**src/rtl/rs_alu_pkg.sv**
```systemverilog
// rs_alu_pkg: reservation-station entry type, sizing constants and the ROB flush-range helper
// shared by the ALU RS and other consumers of rob tags.
package rs_alu_pkg;
    localparam int RS_ALU_DEPTH = 8;
    localparam int N_WAKE       = 3;
    localparam int PREG_W       = 7;
    localparam int ROB_DEPTH    = 16;
    localparam int ROB_TAG_W    = 5;
    localparam int CNT_W        = $clog2(RS_ALU_DEPTH) + 1;

    typedef enum logic [3:0] {
        OP_ADD, OP_SUB, OP_AND, OP_OR, OP_XOR, OP_SLL,
        OP_SRL, OP_SRA, OP_SLT, OP_SLTU, OP_ADDI
    } alu_op_e;

    typedef struct packed {
        alu_op_e               op;
        logic [PREG_W-1:0]     pd;
        logic [PREG_W-1:0]     ps1;
        logic                  ps1_rdy;
        logic [PREG_W-1:0]     ps2;
        logic                  ps2_rdy;
        logic [ROB_TAG_W-1:0]  rob_index;
        logic [15:0]           imm;
    } rs_data;

    // true when tag lies in the circular range mp_tag+1 .. tail-1 (empty when mp_tag+1 == tail)
    function automatic logic rob_in_flush_range(input logic [ROB_TAG_W-1:0] tag,
                                                input logic [ROB_TAG_W-1:0] mp_tag,
                                                input logic [ROB_TAG_W-1:0] tail);
        logic [ROB_TAG_W-1:0] d, n;
        d = (tag - mp_tag - ROB_TAG_W'(1)) % ROB_TAG_W'(ROB_DEPTH);
        n = (tail - mp_tag - ROB_TAG_W'(1)) % ROB_TAG_W'(ROB_DEPTH);
        return d < n;
    endfunction
endpackage

```
**src/rtl/rs_alu_if.sv**
```systemverilog
// rs_alu_if: dispatch, wakeup, issue and flush signals of the ALU reservation station.
interface rs_alu_if;
    import rs_alu_pkg::*;
    logic                              disp_valid;
    rs_data                            disp_data;
    logic                              disp_ready;
    logic [N_WAKE-1:0]                 wake_valid;
    logic [N_WAKE-1:0][PREG_W-1:0]     wake_tag;
    logic                              fu_alu_ready;
    logic                              issued;
    rs_data                            data_out;
    logic                              mispredict;
    logic [ROB_TAG_W-1:0]              mispredict_tag;
    logic [ROB_TAG_W-1:0]              curr_rob_tag;
    logic [CNT_W-1:0]                  count;

    modport master (
        output disp_valid, disp_data, wake_valid, wake_tag, fu_alu_ready,
               mispredict, mispredict_tag, curr_rob_tag,
        input  disp_ready, issued, data_out, count
    );
    modport slave (
        input  disp_valid, disp_data, wake_valid, wake_tag, fu_alu_ready,
               mispredict, mispredict_tag, curr_rob_tag,
        output disp_ready, issued, data_out, count
    );
endinterface

```
**src/rtl/rs_alu_select.sv**
```systemverilog
// rs_alu_select: one-hot grant over ready entries; oldest-first (ties to lowest index) when
// RS_ALU_AGE_SELECT_EN is defined, otherwise lowest index wins.
module rs_alu_select import rs_alu_pkg::*; (
    input  logic [RS_ALU_DEPTH-1:0]            ready,
`ifdef RS_ALU_AGE_SELECT_EN
    input  logic [RS_ALU_DEPTH-1:0][CNT_W-1:0] age,
`endif
    output logic [RS_ALU_DEPTH-1:0]            grant,
    output logic                               grant_valid
);
    assign grant_valid = |ready;
`ifdef RS_ALU_AGE_SELECT_EN
    logic [CNT_W-1:0] best;
    // scanning downward with >= lets the lowest index win among equal ages
    always_comb begin
        best = '0;
        grant = '0;
        for (int i = RS_ALU_DEPTH - 1; i >= 0; i--)
            if (ready[i] && age[i] >= best) begin
                best = age[i];
                grant = '0;
                grant[i] = 1'b1;
            end
    end
`else
    assign grant = ready & (~ready + RS_ALU_DEPTH'(1));
`endif
endmodule

```
**src/rtl/rs_alu.sv**
```systemverilog
// rs_alu: ALU reservation station -- dispatch, tag wakeup, single issue, mispredict flush.
// Define RS_ALU_AGE_SELECT_EN for oldest-first issue; default is lowest-index-first.
module rs_alu import rs_alu_pkg::*; (
    input logic     clk,
    input logic     reset,
    rs_alu_if.slave rs
);
    logic [RS_ALU_DEPTH-1:0] valid, ready, flush, grant, disp_sel;
    logic                    grant_valid, do_disp, do_issue;
    logic [CNT_W-1:0]        cnt;
    rs_data                  entry [RS_ALU_DEPTH];
    rs_data                  entry_nxt [RS_ALU_DEPTH];
    rs_data                  issue_data;

    always_comb begin
        cnt = '0;
        for (int i = 0; i < RS_ALU_DEPTH; i++) cnt += CNT_W'(valid[i]);
    end

    assign rs.count      = cnt;
    assign rs.disp_ready = cnt != CNT_W'(RS_ALU_DEPTH);
    // lowest clear bit of valid is the slot a dispatch fills
    assign disp_sel      = ~valid & (valid + RS_ALU_DEPTH'(1));
    assign do_disp       = rs.disp_valid && rs.disp_ready && !rs.mispredict;
    assign do_issue      = rs.fu_alu_ready && grant_valid && !rs.mispredict;

    always_comb begin
        ready = '0;
        flush = '0;
        issue_data = '0;
        entry_nxt = entry;
        for (int i = 0; i < RS_ALU_DEPTH; i++) begin
            ready[i] = valid[i] && entry[i].ps1_rdy && entry[i].ps2_rdy;
            flush[i] = rs.mispredict && rob_in_flush_range(entry[i].rob_index, rs.mispredict_tag, rs.curr_rob_tag);
            issue_data = grant[i] ? entry[i] : issue_data;
            entry_nxt[i] = do_disp && disp_sel[i] ? rs.disp_data : entry[i];
            // x0 is always ready; wakeup also covers the entry written at this edge
            entry_nxt[i].ps1_rdy |= entry_nxt[i].ps1 == '0;
            entry_nxt[i].ps2_rdy |= entry_nxt[i].ps2 == '0;
            for (int w = 0; w < N_WAKE; w++) begin
                entry_nxt[i].ps1_rdy |= rs.wake_valid[w] && rs.wake_tag[w] == entry_nxt[i].ps1;
                entry_nxt[i].ps2_rdy |= rs.wake_valid[w] && rs.wake_tag[w] == entry_nxt[i].ps2;
            end
        end
    end

    always_ff @(posedge clk or negedge reset) begin
        if (!reset) begin
            valid <= '0;
            entry <= '{default: '0};
            rs.issued <= 1'b0;
            rs.data_out <= '0;
        end else begin
            valid <= (valid & ~flush & ~({RS_ALU_DEPTH{do_issue}} & grant)) | ({RS_ALU_DEPTH{do_disp}} & disp_sel);
            entry <= entry_nxt;
            rs.issued <= do_issue;
            if (do_issue) rs.data_out <= issue_data;
        end
    end

`ifdef RS_ALU_AGE_SELECT_EN
    logic [RS_ALU_DEPTH-1:0][CNT_W-1:0] age;
    always_ff @(posedge clk or negedge reset) begin
        if (!reset) age <= '0;
        else for (int i = 0; i < RS_ALU_DEPTH; i++)
            age[i] <= do_disp && disp_sel[i] ? '0 : age[i] + CNT_W'(valid[i] && age[i] != '1);
    end
    rs_alu_select u_sel (.ready(ready), .age(age), .grant(grant), .grant_valid(grant_valid));
`else
    rs_alu_select u_sel (.ready(ready), .grant(grant), .grant_valid(grant_valid));
`endif
endmodule

```
**src/flat_wrapper.sv**
```systemverilog
// flat-port wrapper written by rule: the top's interface ports become plain ports
module rs_alu_flat import rs_alu_pkg::*;
  (clk, reset, rs_disp_valid, rs_disp_data, rs_wake_valid, rs_wake_tag, rs_fu_alu_ready, rs_mispredict, rs_mispredict_tag, rs_curr_rob_tag, rs_disp_ready, rs_issued, rs_data_out, rs_count);
  rs_alu_if rs_i ();
  input logic clk;
  input logic reset;
  input wire logic [$bits(rs_i.disp_valid)-1:0] rs_disp_valid;
  input wire logic [$bits(rs_i.disp_data)-1:0] rs_disp_data;
  input wire logic [$bits(rs_i.wake_valid)-1:0] rs_wake_valid;
  input wire logic [$bits(rs_i.wake_tag)-1:0] rs_wake_tag;
  input wire logic [$bits(rs_i.fu_alu_ready)-1:0] rs_fu_alu_ready;
  input wire logic [$bits(rs_i.mispredict)-1:0] rs_mispredict;
  input wire logic [$bits(rs_i.mispredict_tag)-1:0] rs_mispredict_tag;
  input wire logic [$bits(rs_i.curr_rob_tag)-1:0] rs_curr_rob_tag;
  output wire logic [$bits(rs_i.disp_ready)-1:0] rs_disp_ready;
  output wire logic [$bits(rs_i.issued)-1:0] rs_issued;
  output wire logic [$bits(rs_i.data_out)-1:0] rs_data_out;
  output wire logic [$bits(rs_i.count)-1:0] rs_count;
  assign rs_i.disp_valid = rs_disp_valid;
  assign rs_i.disp_data = rs_disp_data;
  assign rs_i.wake_valid = rs_wake_valid;
  assign rs_i.wake_tag = rs_wake_tag;
  assign rs_i.fu_alu_ready = rs_fu_alu_ready;
  assign rs_i.mispredict = rs_mispredict;
  assign rs_i.mispredict_tag = rs_mispredict_tag;
  assign rs_i.curr_rob_tag = rs_curr_rob_tag;
  assign rs_disp_ready = rs_i.disp_ready;
  assign rs_issued = rs_i.issued;
  assign rs_data_out = rs_i.data_out;
  assign rs_count = rs_i.count;
  rs_alu u_core (.clk(clk), .reset(reset), .rs(rs_i));
endmodule
```
**config.mk**
```make
export PLATFORM = sky130hd
export DESIGN_NAME = rs_alu_flat
export DESIGN_NICKNAME = d
export VERILOG_FILES = /design/src/rtl/rs_alu_pkg.sv /design/src/rtl/rs_alu_if.sv /design/src/rtl/rs_alu_select.sv /design/src/rtl/rs_alu.sv /design/src/flat_wrapper.sv
export SDC_FILE = /design/constraint.sdc
export NUM_CORES = 1
export LEC_CHECK = 0
export CAP_MARGIN = 15
export CORE_MARGIN = 3
export CORE_UTILIZATION = 50
export CTS_CLUSTER_DIAMETER = 40
export DETAILED_ROUTE_END_ITERATION = 12
export MAX_ROUTING_LAYER = met4
export PLACE_DENSITY = 0.74
export SLEW_MARGIN = 40
export SYNTH_ARGS = -nofsm -noshare
export SYNTH_HDL_FRONTEND = slang
export SYNTH_HIERARCHICAL = 1
export SYNTH_SLANG_ARGS = --single-unit
```
**constraint.sdc**
```tcl
create_clock -name clk -period 5.35 [get_ports clk]
set_clock_uncertainty 0.2 [all_clocks]
set_input_delay 0.8025 -clock clk [delete_from_list [all_inputs] [get_ports clk]]
set_output_delay 0.8025 -clock clk [all_outputs]
set_load 0.01 [all_outputs]
```
==> flow_metrics.env, run 1 <==
export IMPL_status="complete, no violations"
export IMPL_grt_overflow=0
export IMPL_final_core_util_pct=59.81
export IMPL_dp_cells=4038
export IMPL_port_buffers=138
export IMPL_worst_pin_slew_ns=0.9042
export IMPL_fmax_mhz=190.0
export IMPL_clockRootBuffer="clkbuf_16"
export IMPL_clockBufferDepth=3
export IMPL_place_congestion=1.049
export IMPL_cp_start_kind="flip-flop"
export IMPL_worstPathArrival_ns=4.26
export IMPL_cp_max_fo=2
export IMPL_slew_violations=0
export IMPL_grt_first_pass_wirelength_um=159200
export IMPL_worstSkewPairLatency_ns=0.64
export IMPL_syn_area_um2=27920
export IMPL_grt_util_all_layers_pct=36.23
export IMPL_row_count=85
export IMPL_post_dp_hpwl_um=67000
export IMPL_fin_area_um2=32630
export IMPL_peakVddDrop_uv=302.3
export IMPL_htreeDepth=3
export IMPL_hold_viol=0
export IMPL_power_density_nw_per_um2=446.1
export IMPL_drc=0
export IMPL_ant_nets=0
export IMPL_die_h_um=242.3
export IMPL_critical_path_class="reg -> out"
export IMPL_hp_class="reg -> reg"
export IMPL_cts_made_buffers=77
export IMPL_hold_slack_ns=0.2674
export IMPL_seqPwrFrac_pct=33.3
export IMPL_clockPowerShare_pct=34.8
export IMPL_grt_max_degree=111
export IMPL_fin_cells=4188
export IMPL_yosysUniqueCellTypes=87
export IMPL_dieArea_um2=58720
export IMPL_cap_violations=0
export IMPL_max_slew_margin_pct=39.53
export IMPL_die_w_um=242.3
export IMPL_comb_power_share_pct=31.8
export IMPL_drt_iter0_drc=3117
export IMPL_placed_area_um2=29930
export IMPL_ys_seq_area_share_pct=39.52
export IMPL_nNetsFinal=3538
export IMPL_path_clk_slew_ns=0.05
export IMPL_cp_required_ns=4.35
export IMPL_wire_per_inst_um=25.02
export IMPL_setup_tns_ns=0
export IMPL_finalCritPeriodShare_pct=98.37
export IMPL_start_util_pct=51.18
export IMPL_setup_viol=0
export IMPL_syn_area_per_cell_um2=8.289
export IMPL_antenna_found_initial=4
export IMPL_drtPass1Iterations=6
export IMPL_ios=141
export IMPL_setup_slack_ns=0.08720
export IMPL_p_switching_mw=5.413
export IMPL_core_area_um2=54560
export IMPL_ys_async_sr_fraction_pct=100.0
export IMPL_yosysWarnings=6
export IMPL_p_int_mw=9.146
export IMPL_synth_seq_cells=441
export IMPL_synthFlopType="dfrtp_1"
export IMPL_syn_num_nets=3525
export IMPL_grt_pass1_vias=25570
export IMPL_cts_sinks=441
export IMPL_vias_per_cell=6.241
export IMPL_post_route_min_period_ns=5.263
export IMPL_synth_edf_count=0
export IMPL_leakage_nw=15.37
export IMPL_dr_total_vias=26140
export IMPL_rsz0062_at_grt="true"
export IMPL_worst_setup_path_end_kind="output pin"
export IMPL_synth_cells=3369
export IMPL_area_growth_pct=16.86
export IMPL_routed_wl_um=104800
export IMPL_p_sw_share_pct=37.18
export IMPL_num_fill_cells=4757
export IMPL_post_place_ws_ns=0.2183
export IMPL_power_mw=14.56
export IMPL_drive_above_1_share_pct=9.901
export IMPL_cts_tree="built"
[layout make-up]
cell class | count | area, µm² | area share, %
timing repair buffer | 247 | 2260 | 6.925
clock inverter | 52 | 610.6 | 1.871
inverter | 119 | 446.7 | 1.369
antenna | 5 | 12.51 | 0.03834
clock buffer | 89 | 2053 | 6.292
sequential | 441 | 11040 | 33.82
multi-input combinational | 2496 | 15290 | 46.85
tap | 739 | 924.6 | 2.833
[layer usage]
metal / up-vias / wire [µm] / track usage, %
li1: 11470 / - / -
met1: 12570 / 41290 / 46.36
met2: 1651 / 45620 / 53.71
met3: 448 / 11340 / 8.334
met4: 0 / 6548 / 18.99
met5: - / 0 / -
[state kept, by name, summed over array words and instances (netlist names)]
register	flops
u_core/rs.issued	1
u_core/valid	8
u_core/entry	384
u_core/rs.data_out	48
[cells by family (layout without fill, tap and decap cells)]
kind of cell | count (synthesis) | count (layout) | synth area share [%]
AND/OR/NAND/NOR | 1385 | 1385 | 22.56
AO/OA/AOI/OAI | 618 | 618 | 14.37
flip-flops | 441 | 441 | 39.52
buffers and inverters | 432 | 507 | 6.156
XOR/XNOR | 336 | 336 | 10.57
multiplexers | 88 | 88 | 3.378
adder cells (fa/ha/maj) | 69 | 69 | 3.441
other | 0 | 5 | 0
[worst max-delay path, stage by stage (launching register included)]
cell and delay [ns]:
dfrtp_1 0.40, fa_1 0.54, inv_1 0.05, fa_1 0.49, fa_1 0.41, inv_1 0.07, ha_1 0.16, inv_1 0.07
fa_1 0.45, xnor2_1 0.38, clkdlybuf4s50_1 0.63
[power by group through the flow]
| stage | logic (mW) | clock network [mW] | registers, mW |
|---|---|---|---|
| floorplan | 3.01 | 0 | 4.59 |
| global placement | 4.43 | 0 | 4.85 |
| detailed placement | 4.50 | 0 | 4.86 |
| CTS | 4.55 | 5.12 | 4.82 |
| global route | 5.04 | 5.28 | 4.92 |
| finish | 4.63 | 5.07 | 4.85 |
[timing repair]
item,4_1_cts,5_1_grt
buffers inserted,0,3
setup endpoints to repair,1,8
hold buffers,1,0
resized for setup,1,4
endpoints found under the hold margin,7,0
[cell usage in the layout, fill, tap and decap left out, drive strengths merged, types with 55 or more instances in the layout]
cell / Yosys / routed
nor4: 58 / 58
buf: 93 / 115
dfrtp: 441 / 441
ha: 56 / 56
nor3: 86 / 86
inv: 117 / 137
nor2b: 96 / 96
nor2: 59 / 59
o21ai: 181 / 181
nand2: 866 / 866
xor2: 123 / 123
a21oi: 150 / 150
xnor2: 213 / 213
and3: 56 / 56
clkdlybuf4s50: 0 / 130
clkbuf: 220 / 90
a221oi: 55 / 55
[synthesized netlist by cell type, drive strengths merged (14+ instances only)]
library cell	number	area share, %
a211oi	46	1.3
a21o	15	0.40
nor3	86	1.5
o31ai	48	1.3
nor2b	96	2.2
and3	56	1.3
nand3b	14	0.38
nand2	866	12
nand3	47	0.84
ha	56	2.5
nand2b	17	0.38
nor2	59	0.80
mux2	47	1.9
mux2i	41	1.5
o221ai	16	0.50
buf	93	1.6
a221oi	55	1.7
nand4	35	0.81
xnor2	213	6.7
o21ai	181	3.2
a21oi	150	2.7
clkbuf	220	3.0
xor2	123	3.9
inv	117	1.6
nor4	58	1.4
dfrtp	441	40
o211ai	15	0.40
[path summary, 6_finish.rpt]
kind / endpoint / depth (start not counted) / slack, ns / startpoint
hold reg to reg: u_core/entry[103] / 2 / 0.27 / u_core/entry[103]
hold / removal: u_core/entry[103] / 2 / 0.27 / u_core/entry[103]
min in group asynchronous: u_core/entry[21] / 2 / 0.55 / reset
setup / recovery: rs_count[2] / 10 / 0.09 / u_core/valid[0]
setup reg to reg: u_core/entry[309] / 16 / 0.20 / u_core/valid[0]
max in group asynchronous: u_core/entry[313] / 3 / 3.17 / reset
(Power assumes the default switching activity.)
==> run 2: changes to the inputs <==
Clock period 5.35 ns to 5.15 ns, I/O delays scaled along.
==> flow_metrics.env, run 2 (synthesis results as in run 1) <==
export IMPL_cp_start_kind="flip-flop"
export IMPL_final_common_cell="nand2_1"
export IMPL_comb_power_share_pct=32.1
export IMPL_start_util_pct=51.18
export IMPL_slew_violations=0
export IMPL_grt_first_pass_wirelength_um=159800
export IMPL_failed_checks="hold timing"
export IMPL_top_layer="met4"
export IMPL_vias_per_cell=6.320
export IMPL_drt_iter0_drc=3055
export IMPL_layout_common_cells="863 x nand2_1, 441 x dfrtp_1, 212 x xnor2_1"
export IMPL_dp_cells=4064
export IMPL_post_route_min_period_ns=5.052
export IMPL_ios=141
export IMPL_path_clk_slew_ns=0.05
export IMPL_grt_util_all_layers_pct=36.30
export IMPL_max_flop_register="u_core/entry"
export IMPL_wl_met3_um=11940
export IMPL_die_w_um=242.3
export IMPL_die_h_um=242.3
export IMPL_cap_violations=0
export IMPL_drc=0
export IMPL_leakage_nw=15.60
export IMPL_finalCritPeriodShare_pct=98.09
export IMPL_grt_max_degree=104
export IMPL_nNetsFinal=3575
export IMPL_status="finished, violations left"
export IMPL_fin_area_um2=33150
export IMPL_cp_max_fo=8
export IMPL_clockRootBuffer="clkbuf_16"
export IMPL_setup_viol=0
export IMPL_p_switching_mw=5.626
export IMPL_dr_total_vias=26700
export IMPL_grt_overflow=0
export IMPL_dieArea_um2=58720
export IMPL_grt_pass1_vias=26050
export IMPL_worstSkewPairLatency_ns=0.64
export IMPL_fmax_mhz=198.0
export IMPL_regToRegStartpoint="u_core/valid[0]"
export IMPL_ant_nets=0
export IMPL_critical_path_class="reg -> reg"
export IMPL_drive_above_1_share_pct=11.21
export IMPL_reg2reg_to="u_core/entry[117]"
export IMPL_clockPowerShare_pct=35.0
export IMPL_seqPwrFrac_pct=33.0
export IMPL_wl_met2_um=47170
export IMPL_routed_wl_um=106000
export IMPL_hold_slack_ns=-0.01224
export IMPL_power_mw=15.34
export IMPL_reg_top3="u_core/entry (384), u_core/rs.data_out (48), u_core/valid (8)"
export IMPL_place_congestion=1.101
export IMPL_cts_sinks=441
export IMPL_p_sw_share_pct=36.67
export IMPL_worst_pin_slew_ns=0.9174
export IMPL_worst_r2r_path_depth=17
export IMPL_hp_class="in -> async"
export IMPL_cts_made_buffers=78
export IMPL_largest_reg_flops=384
export IMPL_rrSetupSlack_ns=0.1
export IMPL_port_buffers=138
export IMPL_area_growth_pct=18.70
export IMPL_wire_per_inst_um=25.10
export IMPL_rsz0062_at_grt="true"
export IMPL_power_density_nw_per_um2=462.9
export IMPL_hold_viol=18
export IMPL_fin_cells=4224
export IMPL_clockBufferDepth=3
export IMPL_htreeDepth=3
export IMPL_p_int_mw=9.718
export IMPL_cp_required_ns=5.45
export IMPL_antenna_found_initial=3
export IMPL_row_count=85
export IMPL_worst_setup_path_end_kind="flip-flop"
export IMPL_wl_met1_um=40080
export IMPL_drtPass1Iterations=7
export IMPL_worstPathArrival_ns=5.35
export IMPL_placed_area_um2=30130
export IMPL_peakVddDrop_uv=392.9
export IMPL_core_area_um2=54560
export IMPL_post_dp_hpwl_um=68880
export IMPL_max_slew_margin_pct=38.65
export IMPL_cts_tree="built"
-- run 2: cell count changes in the layout (fill, tap and decap cells not counted), sizes merged --
cell,previous run,this run
clkdlybuf4s50,130,131
clkbuf,90,93
a21o,15,16
dlygate4sd3,1,0
clkdlybuf4s15,0,1
buf,115,148
inv,137,125
clkinvlp,5,11
dlymetal6s2s,0,1
bufinv,7,10
-- run 2: what timing repair did --
item                                   4_1_cts  5_1_grt
endpoints found under the hold margin        0        0
setup endpoints to repair                    2       26
gates cloned                                 0        2
hold buffers                                 0        0
setup buffers                                2       10
resized for setup                            4       31
pin swaps                                    1        6
-- run 2: per-stage QoR --
step	TNS (ns)	util, %	worst slack (ns)	hold slack [ns]
finish	0	60.75	0.09825	-0.01224
detailed placement	0	55.22	0.03294	0.2558
global route	-0.01353	60.75	-0.01353	0.01353
CTS	-0.07881	60.25	-0.07133	0.004945
floorplan	0	-	0.4041	0.2390
global placement	0	55.23	0.1009	0.2490
-- run 2: worst max-delay path by stage --
| stage | startpoint | end | slack [ns] | depth (start not counted) |
|---|---|---|---|---|
| 2_1_floorplan | u_core/valid[0] | u_core/entry[221] | 0.40 | 17 |
| 3_3_place_gp | u_core/valid[0] | u_core/entry[365] | 0.10 | 17 |
| 3_5_place_dp | u_core/valid[0] | u_core/entry[365] | 0.03 | 17 |
| 4_1_cts | u_core/valid[0] | rs_count[2] | -0.07 | 10 |
| 5_1_grt | u_core/valid[0] | u_core/entry[117] | -0.01 | 17 |
| 6_report | u_core/valid[0] | u_core/entry[117] | 0.1 | 17 |
-- run 2: layout make-up --
| class | count | area, µm² |
|---|---|---|
| Inverter | 119 | 446.7 |
| Antenna cell | 5 | 12.51 |
| Fill cell | 4677 | 21410 |
| Clock buffer | 92 | 2105 |
| Multi-Input combinational cell | 2497 | 15410 |
| Sequential cell | 441 | 11040 |
| Clock inverter | 49 | 621.8 |
| Timing Repair Buffer | 282 | 2589 |
| Tap cell | 739 | 924.6 |
-- run 2: power by group through the flow --
stage | Clock (mW) | Combinational (mW) | Sequential, mW
after floorplan | 0 | 3.13 | 4.77
after global placement | 0 | 4.64 | 5.04
after detailed placement | 0 | 4.74 | 5.06
after CTS | 5.41 | 4.79 | 5.01
after global routing | 5.57 | 5.34 | 5.13
final | 5.36 | 4.92 | 5.06
-- run 2: worst max-delay path, cell delays in order (launching register included) --
cell and delay (ns):
dfrtp_1 0.40, fa_1 0.54, inv_1 0.05, fa_1 0.49, fa_1 0.42, inv_1 0.07, ha_2 0.18, inv_2 0.04
fa_1 0.47, and4bb_4 0.25, buf_12 0.15, a211oi_4 0.53, nor2_1 0.08, a21oi_1 0.23, inv_1 0.11, o211ai_1 0.09
nand4b_1 0.12, or4_1 0.50
-- run 2: routing by layer --
layer | GRT usage (%) | up-vias
li1 | - | 11550
met1 | 45.11 | 12940
met2 | 54.43 | 1738
met3 | 9.065 | 477
met4 | 19.86 | 0
met5 | - | -
